<file path="src/rtl/dmem_arb_pkg.sv">
// Shared constants and types for the data-memory arbiter: port indices,
// memory control encodings and the grant selector.
package dmem_arb_pkg;

  localparam logic ARB_P0 = 1'b0;
  localparam logic ARB_P1 = 1'b1;

  localparam int MAX_WAIT_DEFAULT = 4;

  localparam logic CEB_ON  = 1'b0;
  localparam logic CEB_OFF = 1'b1;
  localparam logic WEB_WR  = 1'b0;
  localparam logic WEB_RD  = 1'b1;

  typedef enum logic [1:0] {
    SEL_NONE = 2'd0,
    SEL_P0   = 2'd1,
    SEL_P1   = 2'd2
  } arb_sel_e;

  // Byte enables only mean something on writes; reads present an all-zero mask.
  function automatic logic [3:0] access_mask(input logic we, input logic [3:0] mask);
    if (we) begin
      return mask;
    end else begin
      return 4'b0000;
    end
  endfunction

endpackage

</file>
<file path="src/rtl/dmem_arbiter_starve_cnt.sv">
// Saturating starvation counter for the secondary port; hit flags that the
// configured limit of consecutive denials has been reached.
module arb_starve_cnt
  import dmem_arb_pkg::*;
#(
  parameter int MAX = MAX_WAIT_DEFAULT
) (
  input  logic clk,
  input  logic resetn,
  input  logic inc,
  input  logic clr,
  output logic hit
);

  localparam logic [3:0] MAX_C = 4'(MAX);

  logic [3:0] cnt;
  logic [3:0] cnt_nxt;

  always_comb begin
    cnt_nxt = cnt;
    if (clr) begin
      cnt_nxt = 4'd0;
    end else if (inc && (cnt != MAX_C)) begin
      cnt_nxt = cnt + 4'd1;
    end else begin
      cnt_nxt = cnt;
    end
  end

  always_ff @(posedge clk) begin
    if (!resetn) begin
      cnt <= 4'd0;
    end else begin
      cnt <= cnt_nxt;
    end
  end

  assign hit = (cnt == MAX_C);

endmodule

</file>
<file path="src/rtl/dmem_arbiter.sv">
// Two-port arbiter in front of the single-ported synchronous data memory.
// Port 0 (MEM stage) has priority; port 1 is forced through after MAX_WAIT denials.
module dmem_arbiter
  import dmem_arb_pkg::*;
#(
  parameter int AW       = 10,
  parameter int DW       = 32,
  parameter int MAX_WAIT = MAX_WAIT_DEFAULT
) (
  input  logic          clk,
  input  logic          resetn,
  input  logic          p0_req,
  input  logic          p0_we,
  input  logic [AW-1:0] p0_addr,
  input  logic [3:0]    p0_mask,
  input  logic [DW-1:0] p0_wdata,
  output logic          p0_gnt,
  output logic          p0_rvalid,
  output logic [DW-1:0] p0_rdata,
  input  logic          p1_req,
  input  logic          p1_we,
  input  logic [AW-1:0] p1_addr,
  input  logic [3:0]    p1_mask,
  input  logic [DW-1:0] p1_wdata,
  output logic          p1_gnt,
  output logic          p1_rvalid,
  output logic [DW-1:0] p1_rdata,
  output logic          mem_ceb,
  output logic          mem_web,
  output logic [AW-1:0] mem_a,
  output logic [3:0]    mem_mask,
  output logic [DW-1:0] mem_d,
  input  logic [DW-1:0] mem_q
);

  arb_sel_e sel;
  logic     starve_hit;
  logic     rd_issue;
  logic     rd_pend;
  logic     rd_owner;

  arb_starve_cnt #(
    .MAX (MAX_WAIT)
  ) u_starve (
    .clk    (clk),
    .resetn (resetn),
    .inc    (p1_req & ~p1_gnt),
    .clr    (p1_gnt | ~p1_req),
    .hit    (starve_hit)
  );

  // Grant selection: port 1 wins only when alone or when starved.
  always_comb begin
    sel = SEL_NONE;
    if (p1_req && (!p0_req || starve_hit)) begin
      sel = SEL_P1;
    end else if (p0_req) begin
      sel = SEL_P0;
    end else begin
      sel = SEL_NONE;
    end
  end

  assign p0_gnt   = (sel == SEL_P0);
  assign p1_gnt   = (sel == SEL_P1);
  assign rd_issue = (p0_gnt & ~p0_we) | (p1_gnt & ~p1_we);

  // Memory request mux; an idle cycle drives a quiet, all-zero bus.
  always_comb begin
    mem_ceb  = CEB_OFF;
    mem_web  = WEB_RD;
    mem_a    = {AW{1'b0}};
    mem_mask = 4'b0000;
    mem_d    = {DW{1'b0}};
    case (sel)
      SEL_P0: begin
        mem_ceb  = CEB_ON;
        mem_web  = p0_we ? WEB_WR : WEB_RD;
        mem_a    = p0_addr;
        mem_mask = access_mask(p0_we, p0_mask);
        mem_d    = p0_wdata;
      end
      SEL_P1: begin
        mem_ceb  = CEB_ON;
        mem_web  = p1_we ? WEB_WR : WEB_RD;
        mem_a    = p1_addr;
        mem_mask = access_mask(p1_we, p1_mask);
        mem_d    = p1_wdata;
      end
      default: begin
        mem_ceb  = CEB_OFF;
        mem_web  = WEB_RD;
        mem_a    = {AW{1'b0}};
        mem_mask = 4'b0000;
        mem_d    = {DW{1'b0}};
      end
    endcase
  end

  // Read tracking: remembers whether last cycle issued a read and for whom.
  always_ff @(posedge clk) begin
    if (!resetn) begin
      rd_pend  <= 1'b0;
      rd_owner <= ARB_P0;
    end else begin
      rd_pend <= rd_issue;
      if (sel == SEL_NONE) begin
        rd_owner <= rd_owner;
      end else begin
        rd_owner <= (sel == SEL_P1) ? ARB_P1 : ARB_P0;
      end
    end
  end

  // Gating with resetn drops a response whose cycle coincides with reset entry.
  always_comb begin
    p0_rvalid = resetn & rd_pend & (rd_owner == ARB_P0);
    p1_rvalid = resetn & rd_pend & (rd_owner == ARB_P1);
    if (p0_rvalid) begin
      p0_rdata = mem_q;
    end else begin
      p0_rdata = {DW{1'b0}};
    end
    if (p1_rvalid) begin
      p1_rdata = mem_q;
    end else begin
      p1_rdata = {DW{1'b0}};
    end
  end

endmodule

</file>
<file path="config.mk">
export PLATFORM = sky130hd
export DESIGN_NAME = dmem_arbiter
export DESIGN_NICKNAME = d
export VERILOG_FILES = /design/src/rtl/dmem_arb_pkg.sv /design/src/rtl/dmem_arbiter_starve_cnt.sv /design/src/rtl/dmem_arbiter.sv
export SDC_FILE = /design/constraint.sdc
export NUM_CORES = 1
export LEC_CHECK = 0
export ABC_AREA = 1
export BUFFER_PORTS_ARGS = -buffer_cell sky130_fd_sc_hd__buf_2
export CAP_MARGIN = 0
export CORE_AREA = 2 2 96 98
export DETAILED_ROUTE_END_ITERATION = 10
export DIE_AREA = 0 0 98 100
export PLACE_DENSITY_LB_ADDON = 0.1
export SLEW_MARGIN = 20
export SYNTH_ARGS = -nofsm -noshare
export SYNTH_HDL_FRONTEND = slang
export SYNTH_SLANG_ARGS = --single-unit
</file>
<file path="constraint.sdc">
create_clock -name clk -period 2.15 [get_ports clk]
set_input_delay 0.5375 -clock clk [delete_from_list [all_inputs] [get_ports clk]]
set_output_delay 0.5375 -clock clk [all_outputs]
set_load 0.01 [all_outputs]
</file>
Word level (Yosys, flattened, before mapping) --
Index checks and enable logic that the tools add are counted.
Word-level totals: bits in read-only memories 0, memories kept 0, word-level logic and storage cells 43, flip-flop bits (word level) 6, bits of input ports 130, memory bits (writable) 0, latch bits 0, output and inout port bits 116
Cells by class: bitwise operators 14, divide/modulo/power cells 0, $lt $le $gt $ge 0, shift operators 0, eq/ne operators 4, $add $sub $neg 1, mux-type cells 14, reductions and logical operators 7, $mul 0
Operators with widths (count):
- two-way mux 32 bit | 2
- one-hot mux 32 bit (2 select lines) | 1
- one-hot mux 10 bit (2 select lines) | 1
- two-way mux 4 bit | 2
- one-hot mux 4 bit (2 select lines) | 1
- AND 1 bit | 6
- NOT 1 bit | 6
- two-way mux 1 bit | 5
- adder 4 x 1 -> 4 bit, second input constant | 1
- == test 4 x 3 -> 1 bit, second input constant | 1
- != test 4 x 3 -> 1 bit, second input constant | 1
- OR reduction 2 bit | 2
- == test 2 x 1 -> 1 bit, second input constant | 1
- == test 2 bit, second input constant | 1
- logical AND 1 bit | 2
- zero test 2 bit | 1
- two-way mux 2 bit | 1
- bitwise OR 1 bit | 2
- one-hot mux 1 bit (2 select lines) | 1
- zero test 1 bit | 1
- logical OR 1 bit | 1

Longest topological paths before layout --
Gate-level depths: netlist (run 1).
depth in word-level cells 8, depth in mapped cells 9, gate-level depth less buffers 8

Modules after synthesis --
From an unflattened synthesis (run 1), not the netlist that was laid out.
Second synthesis, totals: cells, all modules 315, area, all modules 1402.6 sq um
Modules (own cells, without submodules):
- dmem_arbiter | instances 1, cells an instance 278, sequential area each 40.0 sq um, area an instance 1156.1 sq um
- arb_starve_cnt | instances 1, cells an instance 37, sequential area each 80.1 sq um, area an instance 246.5 sq um

Worst setup path before layout (run 1) --
No wires, ideal clock.
kind in2out, start input port resetn, end output port p0_rdata[10], cell stages on the path 5, path buffers 1, slack 0.314 ns, arrival time 1.298 ns, data required time 1.612 ns, path through inv_1 > nor3_2 > inv_1 > clkbuf_1 > nor2_1
Between the ends: longest elaborated chain between the ends 3
RTL lines:
- start, declared | RTL line dmem_arbiter.sv:11 | input logic resetn,
- AND 1 bit (2 in a row) | RTL line dmem_arbiter.sv:117 | p0_rvalid = resetn & rd_pend & (rd_owner == ARB_P0);
- named net p0_rvalid | RTL line dmem_arbiter.sv:18 | output logic p0_rvalid,
- two-way mux 32 bit | RTL line dmem_arbiter.sv:119 | if (p0_rvalid) begin
- end, declared | RTL line dmem_arbiter.sv:19 | output logic [DW-1:0] p0_rdata,
The timed path passes the listed nets, and every way through them passes these cells.

Worst setup path in the final report (run 1) --
start register u_starve.cnt[1], end output port mem_d[12]
Between the ends: longest elaborated chain between the ends 6, elaborated cells on any way between the ends 7, those cells by class eq/ne (3); mux (2); reduce/logical (2)
RTL lines:
- start, declared | RTL line dmem_arbiter_starve_cnt.sv:17 | logic [3:0] cnt;
- start signal, assigned | RTL line dmem_arbiter_starve_cnt.sv:35 | cnt <= cnt_nxt;
- == test 4 x 3 -> 1 bit * | RTL line dmem_arbiter_starve_cnt.sv:39 | assign hit = (cnt == MAX_C);
- logical OR 1 bit * | RTL line dmem_arbiter.sv:55 | if (p1_req && (!p0_req || starve_hit)) begin
- logical AND 1 bit * | RTL line dmem_arbiter.sv:55
- two-way mux 2 bit * | RTL line dmem_arbiter.sv:55
- == test 2 bit or == test 2 x 1 -> 1 bit (tied branches) | RTL line dmem_arbiter.sv:75 | case (sel)
- one-hot mux 32 bit (2 select lines) * | RTL line dmem_arbiter.sv:75
- end, declared | RTL line dmem_arbiter.sv:32 | output logic [DW-1:0] mem_d,
Mark *: on every way between the ends. The rest lies on a longest branch, timed or not.

==> impl_results.md, run 1 <==
* Startpoint type of the worst setup path: flop
* Drt total wl at 7693 um
* Die X at 98 um
* Gr usage total at between 10% and 20%
* Min setup slack post-route at just under 70 ps
* WP buf/inv at 3
* Hpwl dp at roughly 5700 um
* Final Hold Vio Count at 0
* Core area at about 9000 um2
* Post-layout minimum cycle time at 2083 ps
* ANT nets after route at 0
* Hold-fix buffers, CTS at 0
* Vias in the first global route at 2,270
* Fmax at 480.1 MHz
* Drt initial violations at 50
* CP most frequent cell: nand2_1
* Tcrit/Tclk final at a little over nine tenths
* CTS Buf Count at 3
* Worst min path class: flop to flop
* Worst R2R Path Depth at 8
* CP Data Arrival Time at 1550 ps
* Ports at 246
* Placed Area at 2663 um2
* Post-route DRC at 0
* Most frequent cells in the layout: buf_2 (244), nand2_1 (141), nor2_1 (70)
* Worst-case clock buffer depth at 2
* Clock sink total at 6
* Unrepaired setup endpoints after global routing: yes
* Pin count of the biggest net entering global routing at 25
* Final setup vio count at 0
* Post-Place Worst Slack at between 100 and 150 ps
* Commonest non-fill, non-tap cell in the layout: buf_2
* Max Cap Violations at 0
* First-pass iteration count of the detailed router at 4
* Syn nets at about 430
* PwrDens at roughly 250 nW/um2
* Hold depth at 1
* Post-route cell area at 2945 um2
* Mapped Area at between 1000 and 1500 um2
* Grt ovf at 0
* H-tree depth at 1
* RD Place Congestion at 0.7260
* N_diodes at 0
* Worst skew pair latency at between 200 and 250 ps
* CP Max Fanout at 8
* Max VDD drop at around 140 uV
* Netlist cell types at 20
* Die H at approximately 100 um
* Nets@finish at approximately 680
* Wirelength per Cell at roughly 12 um
* Share of cells above drive strength 1 at roughly 51%
* Yosys warns at 0
* Final core occ at 33.13%
* CTS clock-pin slew for the worst setup and hold paths at approximately 40 ps
* Initial antenna violation count at 0
* Area of the die at about 10000 um2
* Least-Margin Pin Slew at around 240 ps
* First-pass GRT wire length at 10,570 um
* Crit path largest cell delay at ~320 ps
* CP max-delay cell: dfxtp_2
* Via Count at approximately 2.6k
* Outcome: complete, no violations
* CP required at 1610 ps
* Clock Skew at ~0.9 ps
* Yosys reg bits at 6
* TritonCTS clock tree: done
* I/O Buffers at between 200 and 250
* Delay-heaviest family, CP: buffers and inverters
* # rows at 35
* Routed vias/inst at 3.886
* Clk Tree Root Cell: clkbuf_8
* Post-Syn Instances at 301
* CP Cell Sequence: inv_2 -> ha_4 -> nand3_4 -> o21a_4 -> clkbuf_16 -> nand2_1 -> nand2_1 -> buf_2
* Fin. max-slew vios at 0
* Post-synthesis sequential area ratio at under 10%
* Worst setup EP type: output pin
* Crit path depth at 8
* Leakage Power at between 0.002 and 0.0025 uW
* Slew Limit Headroom at ~84%
* Synth Area per Inst at 4.473 um2
* Starting Density at roughly 15%
* Setup CP Type: flop to output pin
* Area growth from synthesis to layout at 118.8%
state kept, by name (all words and copies together), names as in the netlist:
register and flops:
u_starve.cnt 4, rd_owner 1, rd_pend 1
report_power, final:
group / switching [uW] / internal [uW] / total [uW]
registers: 2.89 / 116 / 119
clock network: 47.0 / 120 / 167
logic: 237 / 225 / 462
total: 287 / 461 / 749
layout make-up:
class	instances	area (um2)
timing repair buffer	260	1455
tap	111	138.9
multi-input combinational	231	983.4
sequential	6	122.6
clock buffer	3	41.29
timing repair inverter	1	16.27
inverter	48	187.7
fill	1011	5944
final timing paths:
path | start | endpoint | slack (ps)
worst min-delay path | u_starve.cnt[0] | u_starve.cnt[0] | 420
worst min register to register | u_starve.cnt[0] | u_starve.cnt[0] | 420
worst max register to register | u_starve.cnt[1] | rd_pend | 960
worst max-delay path | u_starve.cnt[1] | mem_d[12] | 70
metrics by stage:
| step | total power (uW) | TNS [ps] | hold WS (ps) | instances |
|---|---|---|---|---|
| finish | 748.5 | 0 | 420.5 | 660 |
| global route | 812.5 | -117.4 | 431.5 | 660 |
| CTS | 720.2 | 0 | 464.9 | 653 |
| detailed placement | 531.0 | 0 | 456.1 | 648 |
| global placement | 531.5 | 0 | 446.4 | 648 |
| floorplan | 313.1 | 0 | 429.7 | 301 |
synth_stat cells, drive strengths merged:
master    n  share of area (%)
a21oi     1               0.37
buf      10                6.8
clkbuf    6                1.7
dfxtp     6                8.9
ha        2                1.9
inv      48                 14
nand2   144                 41
nand3     5                1.9
nand4     4                1.9
nor2     70                 20
nor3      1               0.74
o21a      1               0.56
or2       1               0.46
xnor2     1               0.65
xor2      1               0.65
per-layer routing:
metal | GRT usage (%) | vias to the layer above | part of all wire (%)
li1 | - | 1356 | -
met5 | 0 | - | 0
met1 | 13.67 | 1091 | 37
met2 | 27.29 | 115 | 55
met4 | 0.9615 | 0 | 0.19
met3 | 2.437 | 3 | 7.0
timing repair:
| action | 4_1_cts | 5_1_grt |
|---|---|---|
| cloned | 2 | 6 |
| endpoints found under the setup margin | 47 | 46 |
| pin swaps | 1 | 4 |
| setup buffers | 0 | 1 |
| gates resized for setup | 7 | 14 |
cells by family after synthesis:
group,share of synthesized area (%)
AO/OA/AOI/OAI,0.9292
XOR/XNOR,1.301
adder cells (fa/ha/maj),1.858
buffers and inverters,22.03
flip-flops,8.922
AND/OR/NAND/NOR,64.96
No activity file was read; power rests on OpenSTA's default activity.
==> inputs of run 2 (changes only) <==
--- a/config.mk
+++ b/config.mk
@@ -6,7 +6,7 @@
 export NUM_CORES = 1
 export LEC_CHECK = 0
 export ABC_AREA = 1
-export BUFFER_PORTS_ARGS = -buffer_cell sky130_fd_sc_hd__buf_2
+export BUFFER_PORTS_ARGS = -buffer_cell sky130_fd_sc_hd__buf_4
 export CAP_MARGIN = 0
 export CORE_AREA = 2 2 96 98
 export DETAILED_ROUTE_END_ITERATION = 10
==> impl_results.md, run 2 (synthesized netlist as in run 1, its figures left out) <==
* Initial antenna violation count at 0
* Final Hold Vio Count at 0
* CTS clock-pin slew for the worst setup and hold paths at roughly 30 ps
* Post-route DRC at 0
* ANT nets after route at 0
* Worst Hold Launch: u_starve.cnt[0]
* Max FFs per register at 4
* CP Max Fanout at 23
* Hpwl dp at a little over 6000 um
* H-tree depth at 1
* N_diodes at 0
* CTS Buf Count at 3
* Die H at ~100 um
* R2R Setup Slk at ~920 ps
* RR Endpoint: rd_pend
* Startpoint type of the worst setup path: flop
* Most flops, register: u_starve.cnt
* Starting Density at 15.14%
* Tcrit/Tclk final at between 90% and 100%
* Worst setup EP type: output pin
* Outcome: complete, no violations
* Slew Limit Headroom at between 80% and 90%
* Reg2Reg Launch Point: u_starve.cnt[0]
* Worst skew pair latency at between 200 and 250 ps
* Vias in the first global route at around 2.3k
* Gr usage total at between 10% and 20%
* Pin count of the biggest net entering global routing at between 40 and 50
* Worst min path class: flop to flop
* Largest registers: u_starve.cnt x4, rd_owner x1, rd_pend x1
* Core area at around 9000 um2
* RD Place Congestion at approximately 0.74
* Area growth from synthesis to layout at 159.0%
* Drt initial violations at 62
* Most frequent cells in the layout: buf_4 (247), nand2_1 (139), nor2_1 (70)
* Post-Place Worst Slack at between 30 and 40 ps
* Cell count after placement at about 640
* First-pass GRT wire length at about 11,000 um
* # rows at 35
* Worst R2R Path Depth at 8
* Grt ovf at 0
* Final setup vio count at 0
* Hold Slack at 413.4 ps
* Leakage Power at 0.002253 uW
* Final Power at 842.4 uW
* Ports at between 200 and 250
* Via Count at between 2k and 3k
* Wirelength per Cell at 12.43 um
* Fmax at approximately 480 MHz
* Fin. max-slew vios at 0
* Commonest non-fill, non-tap cell in the layout: buf_4
* Min setup slack post-route at 75.40 ps
* Filler cell count in the final layout at roughly 980
* Routed vias/inst at about 3.9
* CP Data Arrival Time at between 1500 and 2000 ps
* Share of cells above drive strength 1 at 50.28%
* Max VDD drop at between 100 and 150 uV
* Die X at 98 um
* Nets@finish at roughly 680
* Area of the die at around 9800 um2
* Hold depth at 1
* Clock sink total at 6
* Setup CP Type: flop to output pin
* Fin cells at approximately 660
* Least-Margin Pin Slew at 199.9 ps
* TritonCTS clock tree: done
* I/O Buffers at about 250
* Post-layout minimum cycle time at 2075 ps
* Worst-case clock buffer depth at 2
* PwrDens at 241.6 nW/um2
* Worst Hold End: u_starve.cnt[0]
* Clk Tree Root Cell: clkbuf_8
* First-pass iteration count of the detailed router at 4
* Drt total wl at between 8000 and 9000 um
* Hold-fix buffers, CTS at 0
* Clock Skew at between 1 and 1.5 ps
* CP required at approximately 1600 ps
* Max Cap Violations at 0
## run 2: cell count changes in the layout (fill, tap and decap cells not counted), moves of 2 or more
cell	previous run	this run
inv_6	0	2
buf_6	3	0
inv_1	44	46
inv_2	3	1
buf_2	244	0
buf_12	1	3
nand2_1	141	139
nand2_2	1	3
clkbuf_16	4	1
buf_4	7	247
## run 2: critical path, stage by stage (launching register included)
cell and delay, ps:
dfxtp_2 320, inv_1 50, ha_2 160, nand3_2 100, o21a_4 240, clkbuf_16 190, nand2_2 80, nand2_1 50
buf_4 130
## run 2: area by class of cell
type | count | area [um2] | share of cell area (%)
well taps | 111 | 138.9 | 3.983
inverters | 48 | 206.4 | 5.920
clock buffers | 3 | 41.29 | 1.184
multi-input cells | 232 | 982.2 | 28.17
flip-flops and latches | 6 | 122.6 | 3.516
repair buffers | 251 | 1939 | 55.62
repair inverters | 5 | 56.30 | 1.615
## run 2: what timing repair did
action                     in CTS  in global routing
gates cloned                    0                  7
gates resized for setup         6                 12
pin swaps                       0                  3
buffers inserted                0                  2
setup endpoints to repair      43                 47
## run 2: per-layer routing
metal | part of all wire (%) | global-route usage (%) | up-vias
met3 | 7.1 | 2.855 | 6
met1 | 37 | 15.01 | 1074
met2 | 55 | 27.56 | 116
li1 | - | - | 1350
met5 | 0 | 0 | -
met4 | 0.94 | 1.816 | 0
## run 2: stage by stage
| step | setup TNS [ps] | cell area [um2] | utilization (%) |
|---|---|---|---|
| finish | 0 | 3487 | 39.23 |
| global route | -1.763 | 3487 | 39.23 |
| CTS | 0 | 3331 | 37.47 |
| detailed placement | 0 | 3271 | 36.79 |
| floorplan | 0 | 1346 | - |
| global placement | 0 | 3271 | 36.79 |
## run 2: where the power goes
group          internal, uW  switching (uW)  total, uW
logic                   317             246        563
clock network           120            41.2        161
registers               116            2.67        119
## run 2: how the worst max path moves through the flow
stage	startpoint	end	slack (ps)	cells after the start
6_report	u_starve.cnt[0]	mem_a[2]	80	8
2_1_floorplan	resetn	p0_rdata[10]	310	5
3_5_place_dp	p0_req	mem_d[17]	30	7
5_1_grt	u_starve.cnt[0]	mem_d[12]	-1	8
4_1_cts	u_starve.cnt[1]	mem_d[28]	20	8
3_3_place_gp	p0_req	mem_a[2]	80	7
==> inputs of run 3 (changes only) <==
--- a/config.mk
+++ b/config.mk
@@ -8,9 +8,9 @@
 export ABC_AREA = 1
 export BUFFER_PORTS_ARGS = -buffer_cell sky130_fd_sc_hd__buf_4
 export CAP_MARGIN = 0
-export CORE_AREA = 2 2 96 98
+export CORE_AREA = 3 3 94 96
 export DETAILED_ROUTE_END_ITERATION = 10
-export DIE_AREA = 0 0 98 100
+export DIE_AREA = 0 0 97 99
 export PLACE_DENSITY_LB_ADDON = 0.1
 export SLEW_MARGIN = 20
 export SYNTH_ARGS = -nofsm -noshare
==> impl_results.md, run 3 (synthesized netlist as in run 1, its figures left out) <==
* Outcome: complete, no violations
* Ports at about 250
* Hpwl dp at 6483 um
* Grt ovf at 0
* Post-Place Worst Slack at between 150 and 200 ps
* Reg2Reg Launch Point: u_starve.cnt[1]
* Worst Hold Launch: rd_owner
* Min setup slack post-route at between 70 and 80 ps
* Post-route DRC at 0
* Filler cell count in the final layout at 879
* Die H at around 99 um
* Startpoint type of the worst setup path: flop
* TritonCTS clock tree: done
* Share of cells above drive strength 1 at between 40% and 50%
* Leakage Power at 0.002263 uW
* Post-layout minimum cycle time at around 2100 ps
* First-pass GRT wire length at 11,840 um
* Gr usage total at between 10% and 20%
* Nets@finish at 679
* Die X at a little under 100 um
* Slew Limit Headroom at between 80% and 90%
* Clock Skew at 4.953 ps
* Clock sink total at 6
* Drt initial violations at approximately 110
* Clk Tree Root Cell: clkbuf_8
* Worst setup EP type: output pin
* Crit path largest cell delay at roughly 320 ps
* Routed vias/inst at ~3.9
* Worst skew pair latency at 220 ps
* Area of the die at ~9600 um2
* CTS clock-pin slew for the worst setup and hold paths at 40 ps
* Worst Hold End: rd_owner
* Pin count of the biggest net entering global routing at between 40 and 50
* CP max-delay cell: dfxtp_2
* Final Hold Vio Count at 0
* CTS Buf Count at 3
* CP most frequent cell: nand2_1
* Area growth from synthesis to layout at 159.7%
* Tcrit/Tclk final at slightly below 100%
* Fin cells at 650
* Most flops, register: u_starve.cnt
* RD Place Congestion at between 0.8 and 0.9
* Most frequent cells in the layout: buf_4 (248), nand2_1 (142), nor2_1 (70)
* CP Max Fanout at 12
* Fin. max-slew vios at 0
* Commonest non-fill, non-tap cell in the layout: buf_4
* Least-Margin Pin Slew at 193.8 ps
* # rows at 33
* Initial antenna violation count at 0
* Crit path from: u_starve.cnt[1]
* Fmax at 482.8 MHz
* CP Cell Sequence: inv_1 -> ha_4 -> nand3_4 -> o21a_4 -> buf_12 -> nand2_1 -> nand2_1 -> buf_4
* Hold depth at 2
* Core area at between 8000 and 9000 um2
* Max VDD drop at ~180 uV
* Via Count at approximately 2.5k
* Final setup vio count at 0
* Worst-case clock buffer depth at 2
* ANT nets after route at 0
* Hold-fix buffers, CTS at 0
* Post-route cell area at between 3000 and 4000 um2
* Placed Area at approximately 3300 um2
* Final core occ at 42.98%
* H-tree depth at 1
* N_diodes at 0
* Starting Density at approximately 17%
* Drt total wl at 8270 um
* Wirelength per Cell at between 10 and 15 um
* CP required at around 1600 ps
* Max FFs per register at 4
* First-pass iteration count of the detailed router at 4
* Unrepaired setup endpoints after global routing: no
* Cell count after placement at between 600 and 700
* Worst min path class: flop to flop
* PwrDens at around 240 nW/um2
* Max Cap Violations at 0
* Largest registers: u_starve.cnt x4, rd_owner x1, rd_pend x1
* RR Endpoint: u_starve.cnt[0]
* I/O Buffers at 245
* Setup CP Type: flop to output pin
* Vias in the first global route at 2,275
* Worst R2R Path Depth at 8
* CP Data Arrival Time at roughly 1500 ps
* R2R Setup Slk at between 800 and 900 ps
* TNS Setup at 0 ps
## run 3: cell count changes in the layout (fill, tap and decap cells not counted), sizes merged
cell    before  now
nand2      145  144
clkinv       2    0
buf        250  255
clkbuf       4    5
inv         51   48
## run 3: layer usage
layer | track usage [%] | routed length, um
met1 | 16.93 | 3084
met3 | 2.902 | 538
met5 | 0 | 0
met4 | 1.620 | 37
met2 | 29.35 | 4610
## run 3: how the worst max path moves through the flow
| stage | end | slack, ps | depth (start not counted) |
|---|---|---|---|
| after floorplan | p0_rdata[10] | 310 | 5 |
| after global placement | mem_d[22] | 180 | 7 |
| after detailed placement | mem_d[22] | 160 | 7 |
| after CTS | mem_d[17] | 10 | 10 |
| after global routing | mem_d[22] | 10 | 8 |
| final | mem_d[22] | 80 | 8 |
## run 3: metrics by stage
step	total power, uW	hold slack [ps]
final	856.4	496.7
after global routing	922.5	526.3
after CTS	850.2	495.2
after detailed placement	656.4	458.1
after global placement	652.5	448.2
after floorplan	313.1	429.7
## run 3: final cells by class
| cell class | count | area, um2 | share of cell area, % |
|---|---|---|---|
| Timing Repair Buffer | 257 | 2046 | 58.52 |
| Multi-Input combinational cell | 231 | 967.2 | 27.67 |
| Inverter | 48 | 187.7 | 5.369 |
| Tap cell | 105 | 131.4 | 3.758 |
| Sequential cell | 6 | 122.6 | 3.508 |
| Clock buffer | 3 | 41.29 | 1.181 |
## run 3: worst max-delay path, delay by kind of cell, from the launching register on
| family | cells | cell delay (ps) |
|---|---|---|
| AO/OA/AOI/OAI | 1 | 270 |
| buffers and inverters | 3 | 390 |
| adder cells (fa/ha/maj) | 1 | 140 |
| AND/OR/NAND/NOR | 3 | 190 |
| flip-flops | 1 | 320 |
## run 3: where the power goes
| part | leakage, uW | internal (uW) | switching (uW) |
|---|---|---|---|
| combinational | 0.00219 | 330 | 237 |
| sequential | 0.0000498 | 116 | 2.61 |
| clock | 0.0000216 | 120 | 50.3 |
| total | 0.00226 | 567 | 290 |
## run 3: repair_timing
action                     4_1_cts  5_1_grt
gates resized for setup          6        9
setup endpoints to repair       46       31
buffers inserted                 3        0
pin swaps                        3        2
gates cloned                     1        3
